[src/rtl/rgb_cmd_pkg.sv]
// rgb_cmd_pkg: shared parser states, channel ids, ASCII constants and hex decode.
package rgb_cmd_pkg;
  typedef enum logic [2:0] {P_CMD, P_HI, P_LO, P_END, P_SKIP, TX} pstate_e;
  typedef enum logic [1:0] {RED, GREEN, BLUE} chan_e;
  localparam logic [7:0] CR = 8'h0D, LF = 8'h0A;
  localparam logic [7:0] CH_R = 8'h52, CH_G = 8'h47, CH_B = 8'h42;
  localparam logic [7:0] CH_RL = 8'h72, CH_GL = 8'h67, CH_BL = 8'h62;
  localparam logic [31:0] UART_EMPTY = 32'hFFFF_FFFF;
  // Returns {valid, nibble}; letters share c[3:0]+9 for both cases.
  function automatic logic [4:0] hex_nib(input logic [7:0] c);
    return (c >= 8'h30 && c <= 8'h39) ? {1'b1, c[3:0]} :
           ((c >= 8'h41 && c <= 8'h46) || (c >= 8'h61 && c <= 8'h66)) ? {1'b1, c[3:0] + 4'd9} : 5'd0;
  endfunction
endpackage

[src/rtl/uart_rgb_pwm_ctrl_if.sv]
// uart_rgb_pwm_ctrl_if: simpleuart register data port (master = consumer side).
interface uart_rgb_pwm_ctrl_if;
  logic [31:0] reg_dat_do;
  logic        reg_dat_wait;
  logic        reg_dat_re;
  logic        reg_dat_we;
  logic [31:0] reg_dat_di;
  modport master (input reg_dat_do, reg_dat_wait, output reg_dat_re, reg_dat_we, reg_dat_di);
  modport slave (output reg_dat_do, reg_dat_wait, input reg_dat_re, reg_dat_we, reg_dat_di);
endinterface

[src/rtl/rgb_pwm_core.sv]
// rgb_pwm_core: prescaled 8-bit PWM for three channels with wrap-synchronous duty reload.
module rgb_pwm_core import rgb_cmd_pkg::*; #(
  parameter int          PRESCALE   = 47,
  parameter logic [7:0]  RESET_DUTY = 8'h00
) (
  input  logic       clk,
  input  logic       rst,
  input  logic       wr_en,
  input  chan_e      wr_ch,
  input  logic [7:0] wr_duty,
  output logic       pwm_red,
  output logic       pwm_green,
  output logic       pwm_blue
);
  localparam int PW = $clog2(PRESCALE + 1);
  logic [PW-1:0]   psc_q, psc_d;
  logic [7:0]      cnt_q, cnt_d;
  logic [2:0][7:0] shadow_q, shadow_d, live_q, live_d;
  logic [2:0]      pwm_q, pwm_d;
  logic            tick, wrap;
  always_comb begin
    tick = psc_q == PW'(PRESCALE);
    wrap = tick && cnt_q == 8'hFF;
    psc_d = tick ? '0 : psc_q + 1'b1;
    cnt_d = tick ? cnt_q + 1'b1 : cnt_q;
    live_d = wrap ? shadow_q : live_q;
    shadow_d = shadow_q;
    if (wr_en) shadow_d[wr_ch] = wr_duty;
    for (int i = 0; i < 3; i++) pwm_d[i] = cnt_q < live_q[i];
  end
  always_ff @(posedge clk) begin
    if (rst) begin
      psc_q    <= '0;
      cnt_q    <= '0;
      shadow_q <= {3{RESET_DUTY}};
      live_q   <= {3{RESET_DUTY}};
      pwm_q    <= '0;
    end else begin
      psc_q    <= psc_d;
      cnt_q    <= cnt_d;
      shadow_q <= shadow_d;
      live_q   <= live_d;
      pwm_q    <= pwm_d;
    end
  end
  assign {pwm_blue, pwm_green, pwm_red} = pwm_q;
endmodule

[src/rtl/uart_rgb_pwm_ctrl.sv]
// uart_rgb_pwm_ctrl: parses "Cxx<EOL>" duty commands from simpleuart and drives RGB PWM.
module uart_rgb_pwm_ctrl import rgb_cmd_pkg::*; #(
  parameter int         PRESCALE   = 47,
  parameter logic [7:0] RESET_DUTY = 8'h00,
  parameter logic [7:0] ACK_CHAR   = 8'h4B,
  parameter logic [7:0] NAK_CHAR   = 8'h3F
) (
  input  logic                   clk,
  input  logic                   rst,
  uart_rgb_pwm_ctrl_if.master    uart,
  output logic                   pwm_red,
  output logic                   pwm_green,
  output logic                   pwm_blue,
  output logic                   cmd_done
);
  pstate_e    state_q, state_d, ret_q, ret_d;
  chan_e      ch_q, ch_d;
  logic [3:0] hi_q, hi_d, lo_q, lo_d;
  logic [7:0] tx_q, tx_d, b;
  logic [4:0] hx;
  logic       re_q, done_q, take, eol, commit;
  always_comb begin
    b = uart.reg_dat_do[7:0];
    take = re_q && uart.reg_dat_do != UART_EMPTY;
    eol = b == CR || b == LF;
    hx = hex_nib(b);
    state_d = state_q;
    ret_d = ret_q;
    ch_d = ch_q;
    hi_d = hi_q;
    lo_d = lo_q;
    tx_d = tx_q;
    commit = 1'b0;
    case (state_q)
      P_CMD: if (take) begin
        if (b == CH_R || b == CH_RL || b == CH_G || b == CH_GL || b == CH_B || b == CH_BL) begin
          ch_d = (b == CH_R || b == CH_RL) ? RED : (b == CH_G || b == CH_GL) ? GREEN : BLUE;
          state_d = P_HI;
        end else if (!eol) begin
          state_d = TX;
          tx_d = NAK_CHAR;
          ret_d = P_SKIP;
        end
      end
      P_HI, P_LO: if (take) begin
        if (hx[4]) begin
          hi_d = state_q == P_HI ? hx[3:0] : hi_q;
          lo_d = state_q == P_LO ? hx[3:0] : lo_q;
          state_d = state_q == P_HI ? P_LO : P_END;
        end else begin
          state_d = TX;
          tx_d = NAK_CHAR;
          ret_d = eol ? P_CMD : P_SKIP;
        end
      end
      P_END: if (take) begin
        commit = eol;
        state_d = TX;
        tx_d = eol ? ACK_CHAR : NAK_CHAR;
        ret_d = eol ? P_CMD : P_SKIP;
      end
      P_SKIP: if (take && eol) state_d = P_CMD;
      TX: if (!uart.reg_dat_wait) state_d = ret_q;
      default: state_d = P_CMD;
    endcase
  end
  always_ff @(posedge clk) begin
    if (rst) begin
      state_q <= P_CMD;
      ret_q   <= P_CMD;
      ch_q    <= RED;
      hi_q    <= '0;
      lo_q    <= '0;
      tx_q    <= '0;
      re_q    <= 1'b0;
      done_q  <= 1'b0;
    end else begin
      state_q <= state_d;
      ret_q   <= ret_d;
      ch_q    <= ch_d;
      hi_q    <= hi_d;
      lo_q    <= lo_d;
      tx_q    <= tx_d;
      re_q    <= state_d != TX;
      done_q  <= commit;
    end
  end
  assign uart.reg_dat_re = re_q;
  assign uart.reg_dat_we = state_q == TX;
  assign uart.reg_dat_di = {24'b0, state_q == TX ? tx_q : 8'h00};
  assign cmd_done = done_q;
  rgb_pwm_core #(.PRESCALE(PRESCALE), .RESET_DUTY(RESET_DUTY)) u_core (
    .clk       (clk),
    .rst       (rst),
    .wr_en     (commit),
    .wr_ch     (ch_q),
    .wr_duty   ({hi_q, lo_q}),
    .pwm_red   (pwm_red),
    .pwm_green (pwm_green),
    .pwm_blue  (pwm_blue)
  );
endmodule

[src/flat_wrapper.sv]
// flat-port wrapper written by rule: the top's interface ports become plain ports
module uart_rgb_pwm_ctrl_flat import rgb_cmd_pkg::*;
#(
  parameter int         PRESCALE   = 47,
  parameter logic [7:0] RESET_DUTY = 8'h00,
  parameter logic [7:0] ACK_CHAR   = 8'h4B,
  parameter logic [7:0] NAK_CHAR   = 8'h3F
)
  (clk, rst, pwm_red, pwm_green, pwm_blue, cmd_done, uart_reg_dat_do, uart_reg_dat_wait, uart_reg_dat_re, uart_reg_dat_we, uart_reg_dat_di);
  uart_rgb_pwm_ctrl_if uart_i ();
  input  logic clk;
  input  logic rst;
  output logic pwm_red;
  output logic pwm_green;
  output logic pwm_blue;
  output logic cmd_done;
  input wire logic [$bits(uart_i.reg_dat_do)-1:0] uart_reg_dat_do;
  input wire logic [$bits(uart_i.reg_dat_wait)-1:0] uart_reg_dat_wait;
  output wire logic [$bits(uart_i.reg_dat_re)-1:0] uart_reg_dat_re;
  output wire logic [$bits(uart_i.reg_dat_we)-1:0] uart_reg_dat_we;
  output wire logic [$bits(uart_i.reg_dat_di)-1:0] uart_reg_dat_di;
  assign uart_i.reg_dat_do = uart_reg_dat_do;
  assign uart_i.reg_dat_wait = uart_reg_dat_wait;
  assign uart_reg_dat_re = uart_i.reg_dat_re;
  assign uart_reg_dat_we = uart_i.reg_dat_we;
  assign uart_reg_dat_di = uart_i.reg_dat_di;
  uart_rgb_pwm_ctrl #(.PRESCALE(PRESCALE), .RESET_DUTY(RESET_DUTY), .ACK_CHAR(ACK_CHAR), .NAK_CHAR(NAK_CHAR)) u_core (.clk(clk), .rst(rst), .uart(uart_i), .pwm_red(pwm_red), .pwm_green(pwm_green), .pwm_blue(pwm_blue), .cmd_done(cmd_done));
endmodule
[config.mk]
export PLATFORM = sky130hd
export DESIGN_NAME = uart_rgb_pwm_ctrl_flat
export DESIGN_NICKNAME = d
export VERILOG_FILES = /design/src/rtl/rgb_cmd_pkg.sv /design/src/rtl/uart_rgb_pwm_ctrl_if.sv /design/src/rtl/rgb_pwm_core.sv /design/src/rtl/uart_rgb_pwm_ctrl.sv /design/src/flat_wrapper.sv
export SDC_FILE = /design/constraint.sdc
export NUM_CORES = 1
export LEC_CHECK = 0
export CORE_MARGIN = 10
export CORE_UTILIZATION = 45
export CTS_CLUSTER_DIAMETER = 150
export DETAILED_ROUTE_END_ITERATION = 16
export PLACE_DENSITY = 0.69
export SYNTH_ARGS = -nofsm -noshare
export SYNTH_HDL_FRONTEND = slang
export SYNTH_HIERARCHICAL = 1
export SYNTH_SLANG_ARGS = --single-unit
[constraint.sdc]
create_clock -name clk -period 3.5 [get_ports clk]
set_input_delay 0.35 -clock clk [delete_from_list [all_inputs] [get_ports clk]]
set_output_delay 0.35 -clock clk [all_outputs]
set_load 0.02 [all_outputs]
# Word-level counts from Yosys, hierarchy flattened
# Index checks and enable logic that the tools add are counted.
# Widths: inputs -> output; s select.
# word_totals
word_cells	113
ram_bits	0
inputBits	35
ff_bits	91
latchBits	0
out_inout_bits	38
mem_count	0
romBits	0
# op_classes
order_cmp	11
shifts	0
muxes	36
n_reduce_logical	23
n_mul	0
eq_ne	23
bitwise_logic	0
div	0
n_addsub	3
# ops
operator	n
$mux 8	8
$eq 8x7->1 const B	6
$mux 3	15
$ne 32x32->1 const B	1
$bwmux 24	1
$lt 8x8->1	3
$pmux 8 s3	1
$demux 8 s2	1
$eq 8x4->1 const B	2
$ge 8x7->1 const B	2
$le 8x7->1 const B	2
$pmux 3 s5	1
$mux 5	2
$pmux 3 s3	1
$add 8x1->8 const B	1
$eq 8x8->1 const B	1
$ge 8x6->1 const B	1
$le 8x6->1 const B	1
$logic_or 1x1->1	8
$reduce_and 4->1	2
$logic_and 1x1->1	7
$mux 7	1
$reduce_and 7->1	1
$add 6x1->6 const B	1
other kinds (16)	26

# Longest topological paths before layout
# depth
word_depth	10
mapped_depth	10
depth_no_buf	9

# Hierarchy
# The synthesis kept the hierarchy.
# modules_own_cells
mod	seq_area_each_um2	instances	cells_per_inst	area_each_um2
rgb_pwm_core	1301.2	1	325	3153.0
uart_rgb_pwm_ctrl	380.4	1	189	1532.7

# Least setup slack after synthesis
# No wires, ideal clock.
# synth_timing
path_kind	input to register
start	input port uart_reg_dat_do[3]
end	register u_core/u_core/shadow_q[7] (netlist bit)
t_arrival_ps	2109
stages	9
t_required_ps	3372
path_buffers	2
setup_ps	128
path_slack_ps	1263
path_cell_list	buf_6 > or4b_1 > a211oi_2 > nand4_1 > inv_1 > nor3b_1 > buf_2 > mux2i_1 > nor2_1
# synth_via
elab_chain_cells	4
elab_cells_between_ends	7
cone_classes	3 x eq/ne; 2 x mux; 2 x reduce/logical
# synth_rtl
element	line	text
start: declaration	flat_wrapper.sv:17	input wire logic [$bits(uart_i.reg_dat_do)-1:0] uart_reg_dat_do;
$ne 32x32->1 or $eq 8x4->1 (tied branches)	uart_rgb_pwm_ctrl.sv:24, uart_rgb_pwm_ctrl.sv:25	
$logic_and 1x1->1 or $logic_or 1x1->1 (tied branches)	uart_rgb_pwm_ctrl.sv:24, uart_rgb_pwm_ctrl.sv:25	
$mux 1 *	uart_rgb_pwm_ctrl.sv:56	P_END: if (take) begin
$mux 1 *	uart_rgb_pwm_ctrl.sv:34	case (state_q)
named net u_core.commit	uart_rgb_pwm_ctrl.sv:21	logic re_q, done_q, take, eol, commit;
end signal: assignment	rgb_pwm_core.sv:35	shadow_q <= {3{RESET_DUTY}};
end signal: assignment	rgb_pwm_core.sv:41	shadow_q <= shadow_d;
end: declaration	rgb_pwm_core.sv:18	logic [2:0][7:0] shadow_q, shadow_d, live_q, live_d;
# Mark *: on every way through the listed nets, which the timed path passes. The rest lies on a longest branch.
# A chain may end at the register's enable or synchronous reset.

# Worst setup path in the final report
# layout_timing
start	input port uart_reg_dat_do[0]
end	register u_core/u_core/shadow_q[9] (netlist bit)
# Same word-level chain as after synthesis.

==> results.json <==
{
  "critPathLaunchType": "primary input",
  "timing.slew.headroom_pct": 53.08,
  "cts_setup_buffers": 0,
  "route.detailed.wl_per_inst_um": 14.71,
  "clk_transition_reported_paths_ns": 0.08,
  "clk_tree_root_cell": "sky130_fd_sc_hd__clkbuf_8",
  "gr-total-overflow": 0,
  "maximum_number_of_pins_on_one_net_before_global_route_repair": 51,
  "ioPinCount": 73,
  "die-area_um2": 14890,
  "layout_commonest_cell": "sky130_fd_sc_hd__dfxtp_1",
  "area_growth_pct": 14.29,
  "worst-slew-pin-transition_ns": 0.7038,
  "run_status": "finished clean",
  "unrepaired_setup_endpoints_after_global_routing": "no",
  "r2r.worst_path.cells": 7,
  "worst_setup_path_end_kind": "flip-flop",
  "detail_route.first_pass.iterations": 4,
  "slew_limit_fails": 0,
  "synth_seq_cells": 84,
  "asyncSetResetFlopFracSynth_pct": 0,
  "remaining_drc_errors": 0,
  "fp.dieW_um": 122.0,
  "diodes": 0,
  "design.final.nets": 610,
  "post_synth_num_cell_types": 64,
  "cp_slowest_cell": "sky130_fd_sc_hd__clkdlybuf4s50_1",
  "finalSetupViolCount": 0,
  "cp_num_cells": 10,
  "routed_wl_um": 10130,
  "yosys_warnings": 6,
  "core_region_area_um2": 10230,
  "period_needed_ns": 2.722,
  "powerDensity_nw_per_um2": 406.9,
  "syn-instance-count": 514,
  "clk-insertion-delay-late_ns": 0.36,
  "worstPathBufferInverterCount": 2,
  "post_cts_hold_buffer_count": 0,
  "p_int_w": 0.001606,
  "max_clock_freq_mhz": 367.3,
  "cts_resized": 0,
  "port_buf_inserts": 47,
  "cts_inserted_buffers": 9,
  "power.clock.fraction_pct": 37.2,
  "yosysSeqAreaShare_pct": 35.89,
  "finalWeightedCongestion": 0.8697,
  "tritoncts": "yes",
  "finalWorstSetupSlack_ns": 0.7776,
  "synth.avg_cell_area_um2": 9.116,
  "synth_flop_cell": "sky130_fd_sc_hd__dfxtp_1",
  "vias": 3544,
  "worstPathCellList": "clkdlybuf4s50_1 -> ha_1 -> nand4_1 -> nor4_1 -> a21boi_2 -> nand4_1 -> inv_1 -> nand3b_1 -> mux2i_1 -> nor2_1",
  "crit_path_frequent_cell": "sky130_fd_sc_hd__nand4_1",
  "whs_path_depth": 2,
  "htree_num_levels": 3,
  "worstPathRequired_ns": 3.72,
  "power_switching_w": 0.0005733,
  "number_of_failing_hold_endpoints_at_the_final_stage": 0,
  "worst_ep_arrival_time_ns": 2.94,
  "cts_buffer_depth": 2,
  "path_delay_family": "simple AND/OR/NAND/NOR gates",
  "post-layout-total-power_w": 0.002179,
  "period_share_pct": 77.78,
  "clock_skew_ns": 0.008247,
  "maxCapViolations": 0,
  "number_of_global_route_vias_before_repair": 3569,
  "power.combinational.fraction_pct": 15.5,
  "antenna_violating_nets_post_route": 0,
  "die-height_um": 122.0,
  "number_of_design_rule_violations_left_by_the_first_detailed_router_iteration": 164,
  "layout_common_cells": "sky130_fd_sc_hd__dfxtp_1, sky130_fd_sc_hd__mux2i_1, sky130_fd_sc_hd__nand2b_1, sky130_fd_sc_hd__clkdlybuf4s50_1, sky130_fd_sc_hd__nor2_1",
  "placementRows": 37,
  "pre_cts_slack_ns": 0.4435,
  "fraction_of_layout_instances_using_a_drive_strength_above_1_pct": 6.691,
  "vias_per_cell": 5.144,
  "floorplan.initialDensity_pct": 45.80,
  "hold_crit_path_type": "reg -> reg",
  "post_synth_instance_area_um2": 4686,
  "seq_power_share_pct": 47.3,
  "fin_tns_setup_ns": 0,
  "cts.sink_count": 84,
  "grt_antenna_before_repair": 0,
  "net_sw_share_pct": 26.31,
  "synth-edff-count": 0,
  "crit_fanout": 8,
  "setup.worst_path.class": "in -> reg",
  "peakVddDrop_v": 0.0002266,
  "grt_pass1_wl_um": 16990,
  "power_leakage_nw": 1.913,
  "post-dp-hpwl_um": 7774,
  "groute.usage.overall_pct": 13.96,
  "timing.critical_path.slowest_cell_delay_ns": 0.55
}
## final timing paths
kind / start / endpoint / slack (ns)
worst min register to register: u_core/tx_q[3] / u_core/tx_q[3] / 0.44
worst max-delay path: uart_reg_dat_do[0] / u_core/u_core/shadow_q[9] / 0.78
worst max register to register: u_core/uart.reg_dat_re / u_core/u_core/shadow_q[9] / 1.12
worst min-delay path: u_core/tx_q[3] / u_core/tx_q[3] / 0.44
## final cells by class
class                      count  area [µm²]
clock buffer                   9       123.9
clock inverter                 7       115.1
fill                         958        4876
inverter                      32       120.1
multi-input combinational    369        2641
sequential                    84        1682
tap                          136       170.2
timing repair buffer          52       503.0
## synth_stat cells, types with 9 or more instances
cell                       instances  share of area [%]
sky130_fd_sc_hd__a21oi_1          26                2.8
sky130_fd_sc_hd__o21ai_0          14                1.5
sky130_fd_sc_hd__nand2_1          10               0.80
sky130_fd_sc_hd__dfxtp_1          84                 36
sky130_fd_sc_hd__nand2b_1         51                6.8
sky130_fd_sc_hd__clkbuf_1         16                1.3
sky130_fd_sc_hd__nor2_1           38                3.0
sky130_fd_sc_hd__ha_1             27                7.2
sky130_fd_sc_hd__buf_4            29                4.6
sky130_fd_sc_hd__nand3_1           9               0.96
sky130_fd_sc_hd__mux2i_1          52                 11
sky130_fd_sc_hd__nor3_1           10                1.1
sky130_fd_sc_hd__inv_1            32                2.6
## state kept, by name (all words and copies together) (netlist names)
signal                  cells
u_core/uart.reg_dat_re      1
u_core/tx_q                 3
u_core/u_core/psc_q         6
u_core/ch_q                 2
u_core/u_core/pwm_q         3
u_core/state_q              3
u_core/u_core/shadow_q     24
u_core/hi_q                 4
u_core/ret_q                1
u_core/lo_q                 4
u_core/cmd_done             1
u_core/u_core/cnt_q         8
u_core/u_core/live_q       24
## worst register-to-register path: stages (launching register included)
cell                       delay [ns]
sky130_fd_sc_hd__dfxtp_1         0.41
sky130_fd_sc_hd__nor2b_1         0.34
sky130_fd_sc_hd__a21boi_2        0.36
sky130_fd_sc_hd__nand4_1         0.19
sky130_fd_sc_hd__inv_1           0.16
sky130_fd_sc_hd__nand3b_1        0.39
sky130_fd_sc_hd__mux2i_1         0.32
sky130_fd_sc_hd__nor2_1          0.07
## through the flow
step                area (µm²)  instances  util (%)  hold WS (ns)
floorplan                 4776        538         -        0.4209
global placement          5116        673     50.01        0.4335
detailed placement        5116        673     50.01        0.4336
CTS                       5355        689     52.34        0.4462
global route              5355        689     52.34        0.4632
finish                    5355        689     52.34        0.4443
## kinds of logic after synthesis
logic type | after synthesis | synth area share [%]
and+or+nand+nor | 173 | 21.52
AOI/OAI and AO/OA | 88 | 13.67
buffers and inverters | 85 | 9.666
DFF | 84 | 35.89
muxes | 54 | 11.59
adders and majority gates | 27 | 7.210
xor gates and xnor gates | 2 | 0.3739
other | 1 | 0.08003
## routing by layer
layer / wire length, µm / GRT usage [%] / vias up
met5: 0 / 0 / -
met3: 544 / 4.209 / 13
met2: 4814 / 22.71 / 82
met1: 4575 / 16.72 / 1629
met4: 198 / 5.961 / 0
li1: - / - / 1820
## power by group through the flow
stage | registers (W) | clock network (W) | logic (W)
global placement | 0.00105 | 0 | 0.000329
detailed placement | 0.00105 | 0 | 0.000335
finish | 0.00103 | 0.000810 | 0.000339
floorplan | 0.00103 | 0 | 0.000270
CTS | 0.00103 | 0.000833 | 0.000336
global route | 0.00104 | 0.000869 | 0.000369
Power figures use the tool's default switching activity.
